$ cat config.mk
export PLATFORM = sky130hd
export DESIGN_NAME = uart_rx_frame
export DESIGN_NICKNAME = d
export VERILOG_FILES = /design/src/rtl/uart_rx_frame.sv
export SDC_FILE = /design/constraint.sdc
export NUM_CORES = 1
export LEC_CHECK = 0
export CAP_MARGIN = 10
export CORE_MARGIN = 1.5
export CORE_UTILIZATION = 55
export CTS_CLUSTER_DIAMETER = 120
export CTS_CLUSTER_SIZE = 30
export DETAILED_ROUTE_END_ITERATION = 10
export PLACE_DENSITY = 0.84
export SLEW_MARGIN = 20
export SYNTH_ARGS = -nofsm -noshare
export SYNTH_HDL_FRONTEND = slang
export SYNTH_SLANG_ARGS = --single-unit
$ cat constraint.sdc
create_clock -name clk -period 2.7 [get_ports clk]
set_input_delay 0.405 -clock clk [delete_from_list [all_inputs] [get_ports clk]]
set_output_delay 0.405 -clock clk [all_outputs]
set_load 0.01 [all_outputs]
$ cat src/rtl/uart_rx_frame.sv
// Oversampling UART receiver: configurable data width, parity and stop bits,
// with parity/framing/break/overrun reporting and a valid/ready output hold.
module uart_rx_frame #(
  parameter int Oversample = 16,
  parameter int DataBits   = 8,
  parameter int Parity     = 0,
  parameter int StopBits   = 1
) (
  input  logic                clk,
  input  logic                nReset,
  input  logic                in,
  input  logic                ready,
  output logic [DataBits-1:0] data,
  output logic                valid,
  output logic                parityErr,
  output logic                frameErr,
  output logic                breakDet,
  output logic                overrun,
  output logic                busy
);

  localparam int CW = $clog2(Oversample);
  localparam int BW = $clog2(DataBits + 1);
  localparam logic [CW-1:0] CNT_LOAD   = CW'(Oversample - 1);
  localparam logic [CW-1:0] CNT_MID    = CW'(Oversample / 2 - 1);
  localparam logic [BW-1:0] BITS_LOAD  = BW'(DataBits);
  localparam logic          HAS_PARITY = (Parity != 0);
  localparam logic          ODD_PARITY = (Parity == 2);

  typedef enum logic [2:0] {
    S_IDLE,
    S_START,
    S_DATA,
    S_PARITY,
    S_STOP,
    S_BREAK
  } state_t;

  state_t              state_q, state_d;
  logic                sync1_q, sync1_d;
  logic                sync2_q, sync2_d;
  logic                prev_q, prev_d;
  logic [CW-1:0]       cnt_q, cnt_d;
  logic [BW-1:0]       bit_cnt_q, bit_cnt_d;
  logic [DataBits-1:0] shift_q, shift_d;
  logic                par_bit_q, par_bit_d;
  logic                all_zero_q, all_zero_d;
  logic                stop_idx_q, stop_idx_d;
  logic                stop_low_q, stop_low_d;
  logic [DataBits-1:0] data_q, data_d;
  logic                valid_q, valid_d;
  logic                parity_err_q, parity_err_d;
  logic                frame_err_q, frame_err_d;
  logic                break_q, break_d;
  logic                overrun_q, overrun_d;

  logic fall, rise, mid, resync, bit_end, par_err;

  always_comb begin
    sync1_d      = in;
    sync2_d      = sync1_q;
    prev_d       = sync2_q;
    fall         = prev_q & ~sync2_q;
    rise         = ~prev_q & sync2_q;
    mid          = (cnt_q == CNT_MID);
    // An edge in the second half of a bit is taken as the next bit's boundary.
    resync       = (fall | rise) && (cnt_q < CNT_MID);
    bit_end      = (cnt_q == '0) || resync;
    par_err      = HAS_PARITY && ((^shift_q ^ par_bit_q) != ODD_PARITY);

    state_d      = state_q;
    cnt_d        = cnt_q - CW'(1);
    bit_cnt_d    = bit_cnt_q;
    shift_d      = shift_q;
    par_bit_d    = par_bit_q;
    all_zero_d   = all_zero_q;
    stop_idx_d   = stop_idx_q;
    stop_low_d   = stop_low_q;
    data_d       = data_q;
    valid_d      = valid_q && !ready;
    parity_err_d = 1'b0;
    frame_err_d  = 1'b0;
    break_d      = 1'b0;
    overrun_d    = 1'b0;

    case (state_q)
      S_IDLE: begin
        cnt_d = CNT_LOAD;
        if (fall) begin
          state_d    = S_START;
          all_zero_d = 1'b1;
          stop_idx_d = 1'b0;
          stop_low_d = 1'b0;
          bit_cnt_d  = BITS_LOAD;
        end
      end
      S_START: begin
        if (mid && sync2_q) begin
          state_d = S_IDLE;
          cnt_d   = CNT_LOAD;
        end else if (cnt_q == '0) begin
          state_d   = S_DATA;
          cnt_d     = CNT_LOAD;
          bit_cnt_d = BITS_LOAD;
        end
      end
      S_DATA: begin
        if (mid) begin
          shift_d = {sync2_q, shift_q[DataBits-1:1]};
          if (sync2_q) all_zero_d = 1'b0;
        end
        if (bit_end) begin
          cnt_d     = CNT_LOAD;
          bit_cnt_d = bit_cnt_q - BW'(1);
          if (bit_cnt_q == BW'(1)) state_d = HAS_PARITY ? S_PARITY : S_STOP;
        end
      end
      S_PARITY: begin
        if (mid) begin
          par_bit_d = sync2_q;
          if (sync2_q) all_zero_d = 1'b0;
        end
        if (bit_end) begin
          cnt_d   = CNT_LOAD;
          state_d = S_STOP;
        end
      end
      S_STOP: begin
        if (mid) begin
          if (StopBits == 2 && !stop_idx_q) begin
            if (!sync2_q) stop_low_d = 1'b1;
            else          all_zero_d = 1'b0;
          end else begin
            // Decide at the last stop mid-sample so the next start can follow at once.
            cnt_d   = CNT_LOAD;
            state_d = S_IDLE;
            if (!sync2_q && all_zero_q) begin
              break_d = 1'b1;
              state_d = S_BREAK;
            end else if (!sync2_q || stop_low_q) begin
              frame_err_d = 1'b1;
            end else if (valid_q && !ready) begin
              overrun_d = 1'b1;
            end else begin
              data_d       = shift_q;
              valid_d      = 1'b1;
              parity_err_d = par_err;
            end
          end
        end else if (cnt_q == '0) begin
          stop_idx_d = 1'b1;
          cnt_d      = CNT_LOAD;
        end
      end
      S_BREAK: begin
        cnt_d = CNT_LOAD;
        if (rise) state_d = S_IDLE;
      end
      default: begin
        state_d = S_IDLE;
        cnt_d   = CNT_LOAD;
      end
    endcase
  end

  always_ff @(posedge clk or negedge nReset) begin
    if (!nReset) begin
      state_q      <= S_IDLE;
      sync1_q      <= 1'b1;
      sync2_q      <= 1'b1;
      prev_q       <= 1'b1;
      cnt_q        <= CNT_LOAD;
      bit_cnt_q    <= '0;
      shift_q      <= '0;
      par_bit_q    <= 1'b0;
      all_zero_q   <= 1'b0;
      stop_idx_q   <= 1'b0;
      stop_low_q   <= 1'b0;
      data_q       <= '0;
      valid_q      <= 1'b0;
      parity_err_q <= 1'b0;
      frame_err_q  <= 1'b0;
      break_q      <= 1'b0;
      overrun_q    <= 1'b0;
    end else begin
      state_q      <= state_d;
      sync1_q      <= sync1_d;
      sync2_q      <= sync2_d;
      prev_q       <= prev_d;
      cnt_q        <= cnt_d;
      bit_cnt_q    <= bit_cnt_d;
      shift_q      <= shift_d;
      par_bit_q    <= par_bit_d;
      all_zero_q   <= all_zero_d;
      stop_idx_q   <= stop_idx_d;
      stop_low_q   <= stop_low_d;
      data_q       <= data_d;
      valid_q      <= valid_d;
      parity_err_q <= parity_err_d;
      frame_err_q  <= frame_err_d;
      break_q      <= break_d;
      overrun_q    <= overrun_d;
    end
  end

  assign data      = data_q;
  assign valid     = valid_q;
  assign parityErr = parity_err_q;
  assign frameErr  = frame_err_q;
  assign breakDet  = break_q;
  assign overrun   = overrun_q;
  assign busy      = (state_q != S_IDLE);

endmodule

-- After elaboration in Yosys (flattened, before gate mapping)
Cells that the tools add are included.
- output and inout bits: 14
- register bits: 35
- input bits: 4
- logic and storage cells: 99
- $lt $le $gt $ge: 1
- muxes and demuxes: 40
- add/subtract/negate cells: 2
- reductions and logical operators: 18
- equality and inequality tests: 18
- bitwise operators: 7
- operators by type and width (kind ; number):
    4-bit two-way mux ; 8
    3-bit two-way mux ; 9
    4-bit case mux with 3 select lines ; 2
    1-bit two-way mux ; 19
    3-bit case mux with 6 select lines ; 1
    2-bit inequality test (second input constant) ; 8
    5-bit AND reduction ; 2
    4-bit by 1-bit subtractor with 4-bit output (second input constant) ; 2
    7-bit AND reduction ; 1
    3-bit by 2-bit == test with 1-bit output (second input constant) ; 2
    3-bit == test (second input constant) ; 2
    3-bit nonzero test ; 2
    4-bit by 1-bit == test with 1-bit output (second input constant) ; 1
    4-bit by 3-bit == test with 1-bit output (second input constant) ; 1
    1-bit logical AND ; 4
    4-bit zero test ; 1
    4-bit by 3-bit less-than comparator with 1-bit output (second input constant) ; 1
    2-bit by 1-bit inequality test with 1-bit output (second input constant) ; 2
    1-bit NOT ; 4
    4-bit AND reduction ; 1
    3-bit by 1-bit == test with 1-bit output (second input constant) ; 1
    3-bit zero test ; 1
    3-bit inequality test (second input constant) ; 1
    1-bit AND ; 2
    other kinds (7) ; 8

-- Depth between registers and ports, before layout
Gate-level depths: netlist of run 1.
- word-level depth: 7
- mapped depth: 6
- gate-level depth less buffers: 6

-- Worst setup path after synthesis of run 1
No wires, ideal clock.
- path type: reg-to-reg
- from: register cnt_q[0]
- to: register data_q[0], in the netlist data[0]
- clock period less this slack: 1.900 ns
- library setup time: 0.125 ns
- arrival: 1.775 ns
- required time: 2.575 ns
- cell stages (with the launch flop): 7
- path slack: 0.800 ns
- buffers on the path: 1
- path through: dfstp_2 ha_1 and3b_1 nand3_2 or3b_1 buf_6 mux2_4
- word-level cells in the longest chain between the ends: 2
- RTL lines (element ; line ; source):
    start, declared ; 43 ; logic [CW-1:0] cnt_q, cnt_d;
    start signal, assigned ; 190 ; cnt_q <= cnt_d;
    4-bit by 3-bit == test with 1-bit output ; 65 ; mid = (cnt_q == CNT_MID);
    5-bit AND reduction (no source line) ; -- ;
    end signal, assigned ; 197 ; data_q <= data_d;
    end, declared ; 50 ; logic [DataBits-1:0] data_q, data_d;
No other way between the ends.
A chain may end at the register's enable or synchronous reset.

-- Worst setup path after layout of run 1
- from: register state_q[2]
- to: output port busy
- word-level cells in the longest chain between the ends: 1
- RTL lines (element ; line ; source):
    start, declared ; 39 ; state_t state_q, state_d;
    start signal, assigned ; 186 ; state_q <= state_d;
    3-bit nonzero test ; 212 ; assign busy = (state_q != S_IDLE);
    end, declared ; 19 ; output logic busy
No other way between the ends.

==> results.cfg, run 1 <==
[drt]
wl_per_cell_um = 16.2
wl_um = 3400
vias = 1198
via_per_inst = 5.70
ant_nets = 0
drtPass1Iterations = 4
drc_errors = 0
first_iter_violations = 42

[yosys]
synthesis.nets = 158
synth_edf_count = 0
synthCells = 148
ys_seq_area_share_pct = 50.4
netlist_area_um2 = 1760
synthArstFlopShare_pct = 100
synth_cell_type_count = 47
yosysWarningCount = 0
syn_area_per_cell_um2 = 11.9
ys_ff_latch = 35
synth_ff_type = dfrtp_1

[layout]
areaGrowthSynthToFinish_pct = 14.5
drive_above_1_share_pct = 23.5
fin_nets = 175
n_antenna_cell = 0
n_fill_cell = 247

[critical_path]
arrival_ps = 1860
r2r_cells = 5
cp-start-kind = register
required_ps = 2300
worstSetupPathType = reg2out
worstPathMaxFanout = 17
crit_path_end_kind = output pin

[placement]
gp_routability_congestion = 0.859
pre_cts_slack_ps = 551
numPortBuffers = 16
dp_hpwl_um = 2420

[pwr]
leakagePower_nw = 0.916
total_power_mw = 1.53
ir_worst_vdd_v = 0.000608
power_density_nw_per_um2 = 762

[timing]
setup_ws_ps = 439
rsz0062_at_grt = false
tightest_slew_ps = 532
fmax_mhz = 442
min_period_ps = 2260
slew_headroom_pct = 64.5
finClkSkew_ps = 5.98
hold_violations = 0
slew_violations = 0
whs_ps = 362
finalCritPeriodShare_pct = 83.7
finalSetupTns_ps = 0
finalSetupViolCount = 0

[grt]
grt_max_degree = 36
grt_first_pass_wirelength_um = 5730
gr-usage-all-layers_pct = 22.1
grt_pass1_vias = 1248
grt-ovfl-total = 0
antenna_found_initial = 0

[clock_tree]
cts.sinks = 35
path_clk_slew_ps = 110
cts_root_buf = clkbuf_4
cts-resized-gates = 0
clk_latency_ps = 340
cts_setup_buffers = 0
clockBufferDepth = 2
cts_buffers = 5
cts_tree = done
htreeDepth = 2
ctsHoldBuffers = 0

[floorplan]
start_util_pct = 57.5
die_width_um = 59.5
die_y_um = 59.5
ios = 18
core_area_um2 = 3050
row_count = 20
dieArea_um2 = 3540

[run]
cap_violations = 0

[min_path]
hold_class = reg2reg
hold-path-cell-count = 0

[status]
outcome = completed
==> through the flow <==
stage               std cells  util, %  cell area (um2)
floorplan                 148        -             1760
global placement          202     63.2             1930
CTS                       210     65.8             2010
finish                    210     65.8             2010
detailed placement        202     63.2             1930
global route              210     65.8             2010
==> cell usage after synthesis (5+ instances only) <==
cell type | count | area [um2]
dfrtp_1 | 28 | 701
mux2_2 | 9 | 101
nor2_1 | 9 | 33.8
mux2_4 | 8 | 120
dfstp_2 | 7 | 184
inv_1 | 7 | 26.3
ha_1 | 6 | 75.1
nand2b_1 | 6 | 37.5
o21ai_0 | 6 | 30.0
nand2_1 | 5 | 18.8
==> cell usage in the layout (no fill, tap or decap), types with 3 or more instances in the layout <==
cell type / count
dfrtp_1: 28
clkdlybuf4s50_1: 16
nor2_1: 9
mux2_2: 9
mux2_4: 8
inv_1: 7
dfstp_2: 7
o21ai_0: 6
nand2b_1: 6
ha_1: 6
nand2_1: 5
clkbuf_4: 5
a21oi_1: 3
nand3_1: 3
nor3b_1: 3
a21o_1: 3
nor3_1: 3
a31oi_1: 3
==> critical path, cell delays in order, from the launching register on <==
cell             delay, ps
dfrtp_1                590
or3_1                  440
clkdlybuf4s50_1        480
==> path summary, 6_finish.rpt <==
check                                start       to  slack (ps)
worst max register to register    cnt_q[0]  data[5]         490
worst min-delay path               sync1_q   prev_d         360
max in group asynchronous           nReset  sync1_q        1900
min in group asynchronous           nReset    valid         460
worst min register to register     sync1_q   prev_d         360
worst max-delay path            state_q[2]     busy         440
==> where the power goes <==
part	total [mW]	internal (mW)	switching [mW]
Sequential	0.746	0.613	0.133
Combinational	0.408	0.202	0.206
Clock	0.378	0.195	0.184
Total	1.53	1.01	0.522
==> flip-flops by register name, indices dropped and copies added, names as in the netlist <==
register    count
data            8
shift_q         8
bit_cnt_q       4
cnt_q           4
state_q         3
all_zero_q      1
breakDet        1
frameErr        1
overrun         1
prev_d          1
prev_q          1
sync1_q         1
valid           1
==> metal layers <==
metal	up-vias	global-route usage [%]	share of wire, %	wire [um]
met5	-	0	0	0
met4	0	10.8	2.9	97
met3	13	6.77	4.9	167
met2	40	38.5	53	1800
met1	591	24.4	39	1330
li1	554	-	-	-
==> cell type report <==
| cell class | instances | area (um2) | share of cell area (%) |
|---|---|---|---|
| clock inverter | 3 | 43.8 | 2.18 |
| sequential | 35 | 885 | 44.0 |
| multi-input combinational | 99 | 795 | 39.5 |
| tap | 44 | 55.1 | 2.74 |
| clock buffer | 5 | 37.5 | 1.87 |
| inverter | 7 | 26.3 | 1.31 |
| timing repair buffer | 17 | 168 | 8.34 |
==> kinds of logic (layout without fill, tap and decap cells) <==
| logic type | count (synthesis) | in the layout | share of synthesized area (%) |
|---|---|---|---|
| XOR/XNOR | 2 | 2 | 0.998 |
| flip-flops | 35 | 35 | 50.4 |
| AND/OR/NAND/NOR | 44 | 44 | 15.7 |
| adder cells (fa/ha/maj) | 6 | 6 | 4.28 |
| AO/OA/AOI/OAI | 28 | 28 | 10.9 |
| multiplexers | 18 | 18 | 13.2 |
| other | 1 | 1 | 0.214 |
| buffers and inverters | 14 | 32 | 4.35 |
(Power assumes the default switching activity.)
==> run 2: changes to the inputs <==
==> constraint.sdc (replaced) <==
create_clock -name clk -period 2.1 [get_ports clk]
set_input_delay 0.315 -clock clk [delete_from_list [all_inputs] [get_ports clk]]
set_output_delay 0.315 -clock clk [all_outputs]
set_load 0.01 [all_outputs]
==> results.cfg, run 2 (same netlist as run 1, synthesis figures left out) <==
[status]
outcome = completed

[placement]
dpl.cell_count = 204
numPortBuffers = 16
gp_routability_congestion = 0.846
dp_hpwl_um = 2120
place_area_um2 = 1940

[drt]
drc_errors = 0
vias = 1213
first_iter_violations = 33
ant_nets = 0
wl_per_cell_um = 14.3
wl_um = 3070
via_per_inst = 5.64
drtPass1Iterations = 4

[clock_tree]
htreeDepth = 2
path_clk_slew_ps = 110
clockBufferDepth = 2
ctsHoldBuffers = 0
cts_buffers = 5
cts_root_buf = clkbuf_4
cts.sinks = 35
cts_tree = done
clk_latency_ps = 350

[layout]
drive_above_1_share_pct = 28.1
design_area_um2 = 2050
final_cell_mix = dfrtp_1, clkdlybuf4s50_1, nor2_1, mux2_2, mux2_4
fin_nets = 180
fin_cells = 215
areaGrowthSynthToFinish_pct = 17.0
final_core_utilization_pct = 67.3
layout_commonest_cell = dfrtp_1
n_antenna_cell = 0

[timing]
whs_ps = 361
fmax_mhz = 493
min_period_ps = 2030
finalSetupTns_ps = 0
hold_violations = 0
rsz0062_at_grt = false
slew_violations = 0
finClkSkew_ps = 9.82
finalCritPeriodShare_pct = 96.7
finalSetupViolCount = 0

[pwr]
power_density_nw_per_um2 = 968
intPower_mw = 1.33
ir_worst_vdd_v = 0.000551
leakagePower_nw = 0.939
swShare_pct = 33.0
seq_power_share_pct = 46.5
clkPwrFrac_pct = 24.7
pwr-share-comb_pct = 28.8
power_switching_mw = 0.655

[critical_path]
arrival_ps = 1710
crit_path_end_kind = output pin
cp-start-kind = register
worstSetupPathType = reg2out
worstPathMaxFanout = 8
required_ps = 1780

[floorplan]
ios = 18
core_area_um2 = 3050
die_y_um = 59.5
start_util_pct = 57.5
dieArea_um2 = 3540
die_width_um = 59.5
row_count = 20

[grt]
grt-ovfl-total = 0
antenna_found_initial = 0
gr-usage-all-layers_pct = 19.5
grt_max_degree = 36
grt_pass1_vias = 1131
grt_first_pass_wirelength_um = 5070

[run]
cap_violations = 0

[min_path]
hold_class = in2async
-- run 2: layout make-up --
| cell class | count | area (um2) |
|---|---|---|
| Inverter | 7 | 26.3 |
| Tap cell | 44 | 55.1 |
| Multi-Input combinational cell | 99 | 797 |
| Clock buffer | 5 | 37.5 |
| Sequential cell | 35 | 888 |
| Fill cell | 245 | 1000 |
| Clock inverter | 3 | 43.8 |
| Timing Repair Buffer | 22 | 205 |
-- run 2: stage by stage --
step | total power, mW | setup slack [ps]
floorplan | 1.34 | 200
detailed placement | 1.47 | 32.3
CTS | 1.97 | 6.80
finish | 1.99 | 70.3
global route | 2.11 | 17.8
global placement | 1.44 | 85.1
-- run 2: timing repair --
item,in CTS,in global routing
endpoints found under the setup margin,1,9
buffers inserted,0,3
cloned,0,0
gates resized for setup,2,2
endpoints found under the hold margin,0,0
-- run 2: routing by layer --
layer  GRT usage (%)  vias to the layer above  wire length, um
li1                -                      574                -
met1            22.6                      600             1270
met2            33.0                       32             1600
met3            3.93                        7              125
met4            11.7                        0               68
met5               0                        -                0
-- run 2: path summary, 6_finish.rpt --
kind / endpoint / depth (start not counted) / slack, ps / startpoint
max in group asynchronous: cnt_q[1] / 2 / 1410 / nReset
worst max-delay path: busy / 2 / 70 / state_q[2]
worst min register to register: prev_d / 0 / 360 / sync1_q
worst max register to register: bit_cnt_q[3] / 6 / 90 / prev_q
worst min-delay path: all_zero_q / 2 / 360 / nReset
min in group clk: sync1_q / 1 / 360 / in
-- run 2: worst max-delay path, cell delays in order, from the launching register on --
cell and delay [ps]:
dfrtp_2 490, or3_1 390, clkdlybuf4s50_1 490
-- run 2: power by group through the flow --
stage          clock network, mW  logic, mW  registers (mW)
2_1_floorplan                  0      0.469           0.871
3_3_place_gp                   0      0.505           0.935
3_5_place_dp                   0      0.528           0.942
4_1_cts                    0.501      0.532           0.934
5_1_grt                    0.525      0.641           0.943
6_report                   0.490      0.573           0.924
